[config.mk]
export PLATFORM = sky130hd
export DESIGN_NAME = div_xlen_flat
export DESIGN_NICKNAME = d
export VERILOG_FILES = /design/src/rtl/div_pkg.sv /design/src/rtl/div_xlen_if.sv /design/src/rtl/div_digit_sel.sv /design/src/rtl/div_xlen.sv /design/src/flat_wrapper.sv
export SDC_FILE = /design/constraint.sdc
export NUM_CORES = 2
export LEC_CHECK = 0
export ABC_AREA = 1
export BUFFER_PORTS_ARGS = -buffer_cell sky130_fd_sc_hd__buf_2
export CORE_MARGIN = 2
export CORE_UTILIZATION = 30
export CTS_BUF_LIST = sky130_fd_sc_hd__clkbuf_4
export DETAILED_ROUTE_END_ITERATION = 16
export SKIP_CTS_REPAIR_TIMING = 1
export SLEW_MARGIN = 15
export SYNTH_ARGS = -nofsm -noshare
export SYNTH_HDL_FRONTEND = slang
export SYNTH_HIERARCHICAL = 1
export SYNTH_SLANG_ARGS = --single-unit
[constraint.sdc]
create_clock -name clk -period 24.7 [get_ports clk]
set_clock_uncertainty 0.1 [all_clocks]
set_input_delay 1.235 -clock clk [delete_from_list [all_inputs] [get_ports clk]]
set_output_delay 1.235 -clock clk [all_outputs]
set_load 0.005 [all_outputs]
[src/rtl/div_pkg.sv]
// Shared definitions for the iterative integer divider.
//   div_op_e    : operation encoding on the op port
//   div_state_e : control FSM states
//   div_ctl_t   : per-operation control latched at acceptance
package div_pkg;

  typedef enum logic [1:0] {
    OP_DIV  = 2'b00,
    OP_DIVU = 2'b01,
    OP_REM  = 2'b10,
    OP_REMU = 2'b11
  } div_op_e;

  typedef enum logic [1:0] {
    S_IDLE  = 2'd0,
    S_CALC  = 2'd1,
    S_FIXUP = 2'd2,
    S_DONE  = 2'd3
  } div_state_e;

  typedef struct packed {
    div_op_e op;
    logic    q_neg;  // operand signs differ: negate quotient
    logic    r_neg;  // dividend negative: negate remainder
  } div_ctl_t;

  // Signed flavours take two's complement operands
  function automatic logic op_signed(div_op_e op);
    return (op == OP_DIV) || (op == OP_REM);
  endfunction

  // Remainder flavours return the remainder instead of the quotient
  function automatic logic op_is_rem(div_op_e op);
    return (op == OP_REM) || (op == OP_REMU);
  endfunction

endpackage

[src/rtl/div_xlen_if.sv]
// Request/response bundle of the divider.
//   in_valid/in_ready   : request handshake carrying op, dividend, divisor
//   out_valid/out_ready : response handshake carrying result
// master = requester/consumer side, slave = divider side.
interface div_xlen_if #(
  parameter int unsigned XLEN = 32
) ();

  logic            in_valid;
  logic            in_ready;
  logic [1:0]      op;
  logic [XLEN-1:0] dividend;
  logic [XLEN-1:0] divisor;
  logic            out_valid;
  logic            out_ready;
  logic [XLEN-1:0] result;

  modport master (
    output in_valid, op, dividend, divisor, out_ready,
    input  in_ready, out_valid, result
  );

  modport slave (
    input  in_valid, op, dividend, divisor, out_ready,
    output in_ready, out_valid, result
  );

endinterface

[src/rtl/div_digit_sel.sv]
// Combinational quotient digit selection for one radix-2^RBITS step.
//   rem_i     : partial remainder (XLEN+RBITS bits)
//   dvs_i     : divisor magnitude
//   digit_c_o : largest d with d*dvs_i <= rem_i
//   prod_c_o  : d*dvs_i
module div_digit_sel #(
  parameter int unsigned XLEN  = 32,
  parameter int unsigned RBITS = 4
) (
  input  logic [XLEN+RBITS-1:0] rem_i,
  input  logic [XLEN-1:0]       dvs_i,
  output logic [RBITS-1:0]      digit_c_o,
  output logic [XLEN+RBITS-1:0] prod_c_o
);

  localparam int unsigned RW = XLEN + RBITS;
  localparam int unsigned ND = 2 ** RBITS;

  // Multiples accumulate by repeated addition; they rise monotonically, so
  // the last one that still fits is the largest legal digit.
  always_comb begin
    logic [RW-1:0] acc;
    digit_c_o = '0;
    prod_c_o  = '0;
    acc       = '0;
    for (int unsigned k = 0; k < ND; k++) begin
      if (acc <= rem_i) begin
        digit_c_o = RBITS'(k);
        prod_c_o  = acc;
      end
      acc = acc + RW'(dvs_i);
    end
  end

endmodule

[src/rtl/div_xlen.sv]
// Iterative radix-2^RBITS restoring divider for DIV/DIVU/REM/REMU.
//   clk, rst : clock, synchronous active-high reset
//   flush    : abandon any in-flight operation
//   bus      : request (op, dividend, divisor) and response (result) handshakes
// Latency: N = XLEN/RBITS CALC cycles, one FIXUP cycle, then DONE;
// divide-by-zero and signed overflow go straight to DONE.
module div_xlen
  import div_pkg::*;
#(
  parameter int unsigned XLEN  = 32,
  parameter int unsigned RBITS = 4
) (
  input  logic       clk,
  input  logic       rst,
  input  logic       flush,
  div_xlen_if.slave  bus
);

  localparam int unsigned N  = XLEN / RBITS;
  localparam int unsigned CW = $clog2(N + 1);
  localparam int unsigned RW = XLEN + RBITS;
  localparam logic [XLEN-1:0] SMIN = {1'b1, {(XLEN-1){1'b0}}};

  if (!((XLEN == 32) || (XLEN == 64)) || !((RBITS == 1) || (RBITS == 2) || (RBITS == 4))
      || ((XLEN % RBITS) != 0)) begin : g_bad_param
    $error("div_xlen: unsupported XLEN/RBITS combination");
  end

  div_state_e      state_q, state_d;
  div_ctl_t        ctl_q, ctl_d;
  logic [XLEN-1:0] dvs_q, dvs_d;
  logic [XLEN-1:0] dvd_q, dvd_d;
  logic [XLEN-1:0] quot_q, quot_d;
  logic [XLEN-1:0] result_q, result_d;
  logic [RW-1:0]   rem_q, rem_d;
  logic [CW-1:0]   cnt_q, cnt_d;

  // Request decode: sign handling, magnitudes and the two early-out cases
  div_op_e         op_c;
  logic            accept_c, sgn_c, a_neg_c, b_neg_c, special_c;
  logic [XLEN-1:0] a_abs_c, b_abs_c, special_res_c;

  assign op_c     = div_op_e'(bus.op);
  assign accept_c = bus.in_valid && (state_q == S_IDLE) && !flush;
  assign sgn_c    = op_signed(op_c);
  assign a_neg_c  = sgn_c && bus.dividend[XLEN-1];
  assign b_neg_c  = sgn_c && bus.divisor[XLEN-1];
  assign a_abs_c  = a_neg_c ? (~bus.dividend + XLEN'(1)) : bus.dividend;
  assign b_abs_c  = b_neg_c ? (~bus.divisor + XLEN'(1)) : bus.divisor;

  always_comb begin
    special_c     = 1'b0;
    special_res_c = '0;
    if (bus.divisor == '0) begin
      special_c     = 1'b1;
      special_res_c = op_is_rem(op_c) ? bus.dividend : '1;
    end else if (sgn_c && (bus.dividend == SMIN) && (bus.divisor == '1)) begin
      special_c     = 1'b1;
      special_res_c = op_is_rem(op_c) ? '0 : bus.dividend;
    end
  end

  // Digit selection and trial subtraction for the current step
  logic [RBITS-1:0] digit_c;
  logic [RW-1:0]    prod_c, diff_c;

  div_digit_sel #(
    .XLEN  (XLEN),
    .RBITS (RBITS)
  ) u_digit_sel (
    .rem_i     (rem_q),
    .dvs_i     (dvs_q),
    .digit_c_o (digit_c),
    .prod_c_o  (prod_c)
  );

  assign diff_c = rem_q - prod_c;

  // Final sign correction
  logic [XLEN-1:0] q_fin_c, r_fin_c;

  assign q_fin_c = ctl_q.q_neg ? (~quot_q + XLEN'(1)) : quot_q;
  assign r_fin_c = ctl_q.r_neg ? (~rem_q[XLEN-1:0] + XLEN'(1)) : rem_q[XLEN-1:0];

  // FSM state register
  always_ff @(posedge clk) begin
    if (rst) state_q <= S_IDLE;
    else     state_q <= state_d;
  end

  // FSM next state; flush wins over every handshake
  always_comb begin
    state_d = state_q;
    case (state_q)
      S_IDLE:  if (accept_c) state_d = special_c ? S_DONE : S_CALC;
      S_CALC:  if (cnt_q == CW'(1)) state_d = S_FIXUP;
      S_FIXUP: state_d = S_DONE;
      S_DONE:  if (bus.out_ready) state_d = S_IDLE;
      default: state_d = S_IDLE;
    endcase
    if (flush) state_d = S_IDLE;
  end

  // FSM outputs, decoded from the registered state
  always_comb begin
    bus.in_ready  = 1'b0;
    bus.out_valid = 1'b0;
    case (state_q)
      S_IDLE:  bus.in_ready  = 1'b1;
      S_DONE:  bus.out_valid = 1'b1;
      default: ;
    endcase
  end

  assign bus.result = result_q;

  // Datapath next values
  always_comb begin
    ctl_d    = ctl_q;
    dvs_d    = dvs_q;
    dvd_d    = dvd_q;
    quot_d   = quot_q;
    result_d = result_q;
    rem_d    = rem_q;
    cnt_d    = cnt_q;
    case (state_q)
      S_IDLE: begin
        if (accept_c) begin
          ctl_d.op    = op_c;
          ctl_d.q_neg = a_neg_c ^ b_neg_c;
          ctl_d.r_neg = a_neg_c;
          dvs_d       = b_abs_c;
          // Top digit seeds the remainder; the rest waits in the shift register
          rem_d       = RW'(a_abs_c[XLEN-1 -: RBITS]);
          dvd_d       = a_abs_c << RBITS;
          quot_d      = '0;
          cnt_d       = CW'(N);
          if (special_c) result_d = special_res_c;
        end
      end
      S_CALC: begin
        // diff_c < divisor, so its upper RBITS bits are zero before the shift
        if (cnt_q == CW'(1)) rem_d = diff_c;
        else                 rem_d = {diff_c[XLEN-1:0], dvd_q[XLEN-1 -: RBITS]};
        dvd_d  = dvd_q << RBITS;
        quot_d = {quot_q[XLEN-RBITS-1:0], digit_c};
        cnt_d  = cnt_q - CW'(1);
      end
      S_FIXUP: begin
        result_d = op_is_rem(ctl_q.op) ? r_fin_c : q_fin_c;
      end
      default: ;
    endcase
  end

  // Datapath registers
  always_ff @(posedge clk) begin
    if (rst) begin
      ctl_q    <= '0;
      dvs_q    <= '0;
      dvd_q    <= '0;
      quot_q   <= '0;
      result_q <= '0;
      rem_q    <= '0;
      cnt_q    <= '0;
    end else begin
      ctl_q    <= ctl_d;
      dvs_q    <= dvs_d;
      dvd_q    <= dvd_d;
      quot_q   <= quot_d;
      result_q <= result_d;
      rem_q    <= rem_d;
      cnt_q    <= cnt_d;
    end
  end

endmodule

[src/flat_wrapper.sv]
// flat-port wrapper written by rule: the top's interface ports become plain ports
module div_xlen_flat import div_pkg::*;
#(
  parameter int unsigned XLEN  = 32,
  parameter int unsigned RBITS = 4
)
  (clk, rst, flush, bus_in_valid, bus_op, bus_dividend, bus_divisor, bus_out_ready, bus_in_ready, bus_out_valid, bus_result);
  div_xlen_if #(.XLEN(XLEN)) bus_i ();
  input  logic clk;
  input  logic rst;
  input  logic flush;
  input wire logic [$bits(bus_i.in_valid)-1:0] bus_in_valid;
  input wire logic [$bits(bus_i.op)-1:0] bus_op;
  input wire logic [$bits(bus_i.dividend)-1:0] bus_dividend;
  input wire logic [$bits(bus_i.divisor)-1:0] bus_divisor;
  input wire logic [$bits(bus_i.out_ready)-1:0] bus_out_ready;
  output wire logic [$bits(bus_i.in_ready)-1:0] bus_in_ready;
  output wire logic [$bits(bus_i.out_valid)-1:0] bus_out_valid;
  output wire logic [$bits(bus_i.result)-1:0] bus_result;
  assign bus_i.in_valid = bus_in_valid;
  assign bus_i.op = bus_op;
  assign bus_i.dividend = bus_dividend;
  assign bus_i.divisor = bus_divisor;
  assign bus_i.out_ready = bus_out_ready;
  assign bus_in_ready = bus_i.in_ready;
  assign bus_out_valid = bus_i.out_valid;
  assign bus_result = bus_i.result;
  div_xlen #(.XLEN(XLEN), .RBITS(RBITS)) u_core (.clk(clk), .rst(rst), .flush(flush), .bus(bus_i));
endmodule
-- After elaboration in Yosys (flattened, before gate mapping)
Cells that the tools add are included.
- flip-flop bits (word level): 174
- bits in latches: 0
- bits in writable memories: 0
- bits in read-only memories: 0
- input port bits: 71
- output and inout bits: 34
- word-level logic and storage cells: 144
- memories: 0
- $add $sub $neg: 20
- $mul: 0
- div/mod/pow operators: 0
- order comparisons: 15
- equality and inequality tests: 14
- shifts and indexed selects: 0
- muxes and demuxes: 60
- bitwise operators: 5
- reductions and logical operators: 20
- operators with widths (operator ; count):
    $mux W36 ; 16
    $mux W32 ; 14
    $le A36 B36 Y1 ; 11
    $add A36 B32 Y36 ; 10
    $pmux W32 S2 ; 3
    $add A32 B1 Y32 const B ; 4
    $not A32 Y32 ; 4
    $pmux W36 S2 ; 1
    $eq A32 B32 Y1 const B ; 2
    $mux W4 ; 15
    $add A35 B32 Y36 ; 1
    $le A32 B36 Y1 ; 1
    $le A33 B36 Y1 ; 1
    $le A34 B36 Y1 ; 1
    $le A35 B36 Y1 ; 1
    $sub A36 B36 Y36 ; 1
    $add A34 B32 Y35 ; 1
    $add A33 B32 Y34 ; 1
    $add A32 B32 Y33 ; 1
    $logic_not A32 Y1 ; 1
    $eq A2 B2 Y1 const B ; 6
    $mux W2 ; 4
    $pmux W2 S4 ; 1
    $pmux W4 S2 ; 1
    15 further kinds ; 32

-- Longest topological paths before layout
- depth in word-level cells: 19
- depth in mapped cells: 125
- depth with buffers taken out: 124

-- Hierarchy
Netlist, hierarchy kept.
- by module, submodules not included (module ; times used ; cells an instance ; area each (sq um) ; seq. area each (sq um)):
    div_digit_sel ; 1 ; 5678 ; 36024.6 ; 0.0
    div_xlen ; 1 ; 2380 ; 13724.4 ; 3383.2

-- Least setup slack after synthesis
No wires, ideal clock.
- kind: register to register
- start: register u_core.dvs_q[1]
- end: register u_core.rem_q[32]
- library setup time: 134 ps
- data arrival time: 18069 ps
- required time: 24466 ps
- slack: 6397 ps
- cell stages (with the launch flop): 111
- buffers on the path: 2
- period minus slack after synthesis: 18303 ps
- cells stage by stage: dfxtp_1 ha_1 fa_1 ha_1 nand2_2 o21ai_1 inv_1 o21ai_0 a31o_2 xnor2_1 inv_1 ha_1 nand2_1 o21ai_0 nand3_1 nand2_1 xor2_1 ha_1 [... 75 more ...] clkinv_1 clkbuf_1 a21oi_1 ha_1 inv_1 fa_1 nand3_1 nand3_1 nand2_1 nand2_1 nand2_1 nand2_1 nand2_1 nand2_1 nand2_1 nand3_1 nand3_1 a21oi_1
- word-level cells in the longest chain between the ends: 19
- elaborated cells on any way between the ends: 47
- those cells by class: add/sub (15); order compare (15); mux (17)
- RTL lines (item ; RTL line ; RTL):
    start: declaration ; div_xlen.sv:31 ; logic [XLEN-1:0] dvs_q, dvs_d;
    start signal: assignment ; div_xlen.sv:168 ; dvs_q <= dvs_d;
    $add A32 B32 Y33 / $le A32 B36 Y1 (equally long branches) ; div_digit_sel.sv:31, div_digit_sel.sv:27 ;
    $add A33 B32 Y34 (tied with other cells) ; div_digit_sel.sv:31 ; acc = acc + RW'(dvs_i);
    $add A34 B32 Y35 (tied with other cells) ; div_digit_sel.sv:31 ;
    $add A35 B32 Y36 (tied with other cells) ; div_digit_sel.sv:31 ;
    $add A36 B32 Y36 (tied with other cells) (10 in a row) ; div_digit_sel.sv:31 ;
    $le A36 B36 Y1 / $mux W36 (equally long branches) ; div_digit_sel.sv:27 ; if (acc <= rem_i) begin
    $mux W36 (*) ; div_digit_sel.sv:27 ;
    via u_core.prod_c[0] ; div_xlen.sv:65 ; logic [RW-1:0] prod_c, diff_c;
    $sub A36 B36 Y36 (*) ; div_xlen.sv:77 ; assign diff_c = rem_q - prod_c;
    $mux W36 (*) ; div_xlen.sv:143 ; if (cnt_q == CW'(1)) rem_d = diff_c;
    $pmux W36 S2 (*) ; div_xlen.sv:126 ; case (state_q)
    end signal: assignment ; div_xlen.sv:172 ; rem_q <= rem_d;
    end: declaration ; div_xlen.sv:35 ; logic [RW-1:0] rem_q, rem_d;
Mark *: on every way through the listed nets, which the timed path passes. The rest lies on a longest branch.
A chain may end at the register's enable or synchronous reset.

-- Worst setup path after layout
- start: register u_core.dvs_q[8]
- end: register u_core.rem_q[32]
The elaborated chain is that of the path after synthesis.

==> flow_summary.yaml <==
timing:
  final-max-slew-violation-count: 11
  layout_setup_ws_ps: 1450
  max_freq_mhz: 43.0
  rsz0062_at_grt: "no"
  fin_tns_setup_ps: 0
  slew_headroom_pct: -1.46
  holdWs_ps: 376
  worstMarginPinSlew_ps: 1520
  timing_hold_violations_final: 0
  period_needed_ps: 23250
  finalSetupViolations: 0
  finalCritPeriodShare_pct: 94.1
yosys:
  mappedNetlistArea_sq_um: 49700
  ys_async_sr_fraction_pct: 0
  netlist_instances: 8058
  synth_top_cells_by_area: "sky130_fd_sc_hd__ha_1 (24%), sky130_fd_sc_hd__nand2_1 (14%), sky130_fd_sc_hd__a21oi_1 (9.7%)"
  yosys.area_share.simple_pct: 29.3
  ys_dominant_reg_cell: "sky130_fd_sc_hd__dfxtp_1"
  synth-edff-count: 0
  synth_top_area_share_pct: 23.7
  post_synth_mux_area_share_pct: 0
  synth.yosys.seq_area_share_pct: 6.80
  dominant_combinational_cell_family_by_area_after_synthesis: "simple AND/OR/NAND/NOR gates"
  syn-mean-instance-area_sq_um: 6.17
  synth_compound_area_share_pct: 23.8
  synth-xor-area-share_pct: 7.81
  ys.warnings.count: 6
  synth-seq-cells: 169
  synth_top_cell_by_area: "sky130_fd_sc_hd__ha_1"
  post_synth_fa_ha_maj_area_fraction_pct: 24.0
  syn_nets: 9079
  ys_types: 73
clock_tree:
  clkSlewWorstSetupHoldPaths_ps: 210
  ctsRootBufferMaster: "sky130_fd_sc_hd__clkbuf_4"
  clockBufferDepth: 2
  cts_htree_levels: 4
  tritoncts: "built"
  numCtsBuffers: 17
  worstSkewPairLatency_ps: 910
  cts_sinks: 169
routing:
  routed_via_density: 5.76
  drt.antenna.violating_nets: 0
  drt_initial_violations: 6049
  totalWireLength_um: 251000
  wl_per_cell_um: 24.1
  remaining_drcs: 0
  drtPass1Iterations: 6
  num_vias: 60000
die:
  die_height_um: 411
  initial_core_util_pct: 30.2
  ioPinCount: 105
  fp-row-count: 149
  die_area_sq_um: 169000
  horiz_die_dim_um: 411
  core_area_sq_um: 165000
status:
  failed_checks: "max-capacitance violations, max-slew violations"
  run_status: "complete, but fails checks"
worst_setup_path:
  crit_cells: 109
  setup.worst_path.class: "flip-flop to flip-flop"
  arrival_ps: 23980
  worst-r2r-cell-count: 109
  worst_path_most_repeated_cell: "sky130_fd_sc_hd__nand2_1"
  worst_setup_path_end_kind: "flip-flop"
  critical_path.slowest_cell: "sky130_fd_sc_hd__dfxtp_1"
  cpPeakStageDelay_ps: 780
  crit_path_buf_inv_count: 18
  timing.critical_path.max_delay_family: "simple AND/OR/NAND/NOR gates"
  crit_path_max_fanout: 10
  crit_path_start_kind: "flip-flop"
  cp.required_ps: 25430
global_routing:
  grt_antenna_before_repair: 12
  grt_pass1_wl_um: 364000
  grt_overflow: 0
  grtUsageTotal_pct: 28.6
  vias_in_the_first_global_route: 56600
  grt_start_max_net_pins: 83
placed_design:
  numPlacedInstances: 10400
  gp_congestion: 1.07
  dp.final_hpwl_um: 203000
  placement.setup.worst_slack_ps: 1020
  numPortBuffers: 104
cells_and_area:
  most_used_cells_in_the_layout_excluding_fill_and_tap_cells: "sky130_fd_sc_hd__nand2_1 (1,840), sky130_fd_sc_hd__a21oi_1 (960), sky130_fd_sc_hd__ha_1 (944)"
  area.sequential_sq_um: 3380
  multiInputGateArea_sq_um: 42400
  post_route_cells_drive_above_1_share_pct: 6.55
  fill_cells: 18400
  finalNetCount: 9210
  final_cell_count_no_fill: 10400
  layout-area-overhead-vs-synth_pct: 8.75
  final_common_cell: "sky130_fd_sc_hd__nand2_1"
min_path:
  timing.hold.worst.class: "flip-flop to flip-flop"
  hold-path-cell-count: 2
job:
  max_cap_violations: 1
## registers in the layout, summed over array words and instances, names as in the netlist
register           cells
u_core/rem_q          36
u_core/bus.result     32
u_core/dvs_q          32
u_core/quot_q         32
u_core/dvd_q          28
u_core/cnt_q           4
u_core/ctl_q           3
u_core/state_q         2
## metal layers
metal / GRT usage (%) / vias up / wire (um)
met4: 23.2 / 8 / 23700
li1: - / 28200 / -
met2: 44.4 / 2825 / 107000
met3: 5.56 / 825 / 21800
met5: 0 / - / 57
met1: 34.3 / 28100 / 98600
## stage by stage
| stage | util [%] | area [sq um] |
|---|---|---|
| 6_report | 32.8 | 54100 |
| 3_3_place_gp | 32.5 | 53600 |
| 3_5_place_dp | 32.5 | 53600 |
| 5_1_grt | 32.8 | 54100 |
| 4_1_cts | 32.7 | 53900 |
| 2_1_floorplan | - | 49700 |
## layout make-up
type                            instances  area share (%)
Antenna cell                           28           0.130
Clock buffer                           18           0.250
Clock inverter                         14           0.289
Inverter                              930            6.45
Multi-Input combinational cell       6801            78.3
Sequential cell                       169            6.26
Tap cell                             2189            5.06
Timing Repair Buffer                  270            3.27
## worst paths after layout
| path | start | slack (ps) | end |
|---|---|---|---|
| min | u_core/dvd_q[24]$_SDFFE_PP0P_ | 380 | u_core/dvd_q[24]$_SDFFE_PP0P_ |
| min reg2reg | u_core/dvd_q[24]$_SDFFE_PP0P_ | 380 | u_core/dvd_q[24]$_SDFFE_PP0P_ |
| max reg2reg | u_core/dvs_q[8]$_SDFFE_PP0P_ | 1450 | u_core/rem_q[32]$_SDFFE_PP0P_ |
| max | u_core/dvs_q[8]$_SDFFE_PP0P_ | 1450 | u_core/rem_q[32]$_SDFFE_PP0P_ |
## Yosys cell counts (all sizes together), types with 3 or more instances
library cell / n
fa: 6
o221a: 21
a21boi: 27
nor3: 83
nand3b: 20
and3: 3
ha: 944
a21oi: 969
nor2: 692
o2111ai: 37
nand2: 1926
clkinv: 6
xnor2: 172
o211ai: 92
o22ai: 16
nand3: 437
a2111oi: 10
nor3b: 3
a221o: 4
dfxtp: 169
o21a: 46
o21ai: 480
nand4: 170
inv: 924
a31oi: 59
a221oi: 48
a211oi: 41
a31o: 6
nor4: 25
a21o: 27
buf: 34
o31ai: 28
o311ai: 7
o221ai: 60
a311oi: 4
xor2: 270
and2: 3
or2: 19
clkbuf: 124
o21bai: 31
## kinds of logic (layout without fill, tap and decap cells)
logic type,count (synthesis),count (layout)
compound gates,2022,2022
xor+xnor,442,442
fa+ha+maj,950,950
buf+inv,1088,1232
flops,169,169
other cells,1,29
simple gates,3386,3386
## worst reg2reg max path: cells and delay by family (launching register included)
kind                       cells  cell delay (ps)
xor gates and xnor gates      11             3300
buffers and inverters         18             1970
AOI/OAI and AO/OA             25             5480
DFF                            1              780
adders and majority gates     14             5350
and+or+nand+nor               41             6190
Power is left out: the tool's default activity adds up to more than one toggle a clock period on the data nets, which glitch-free logic cannot reach.
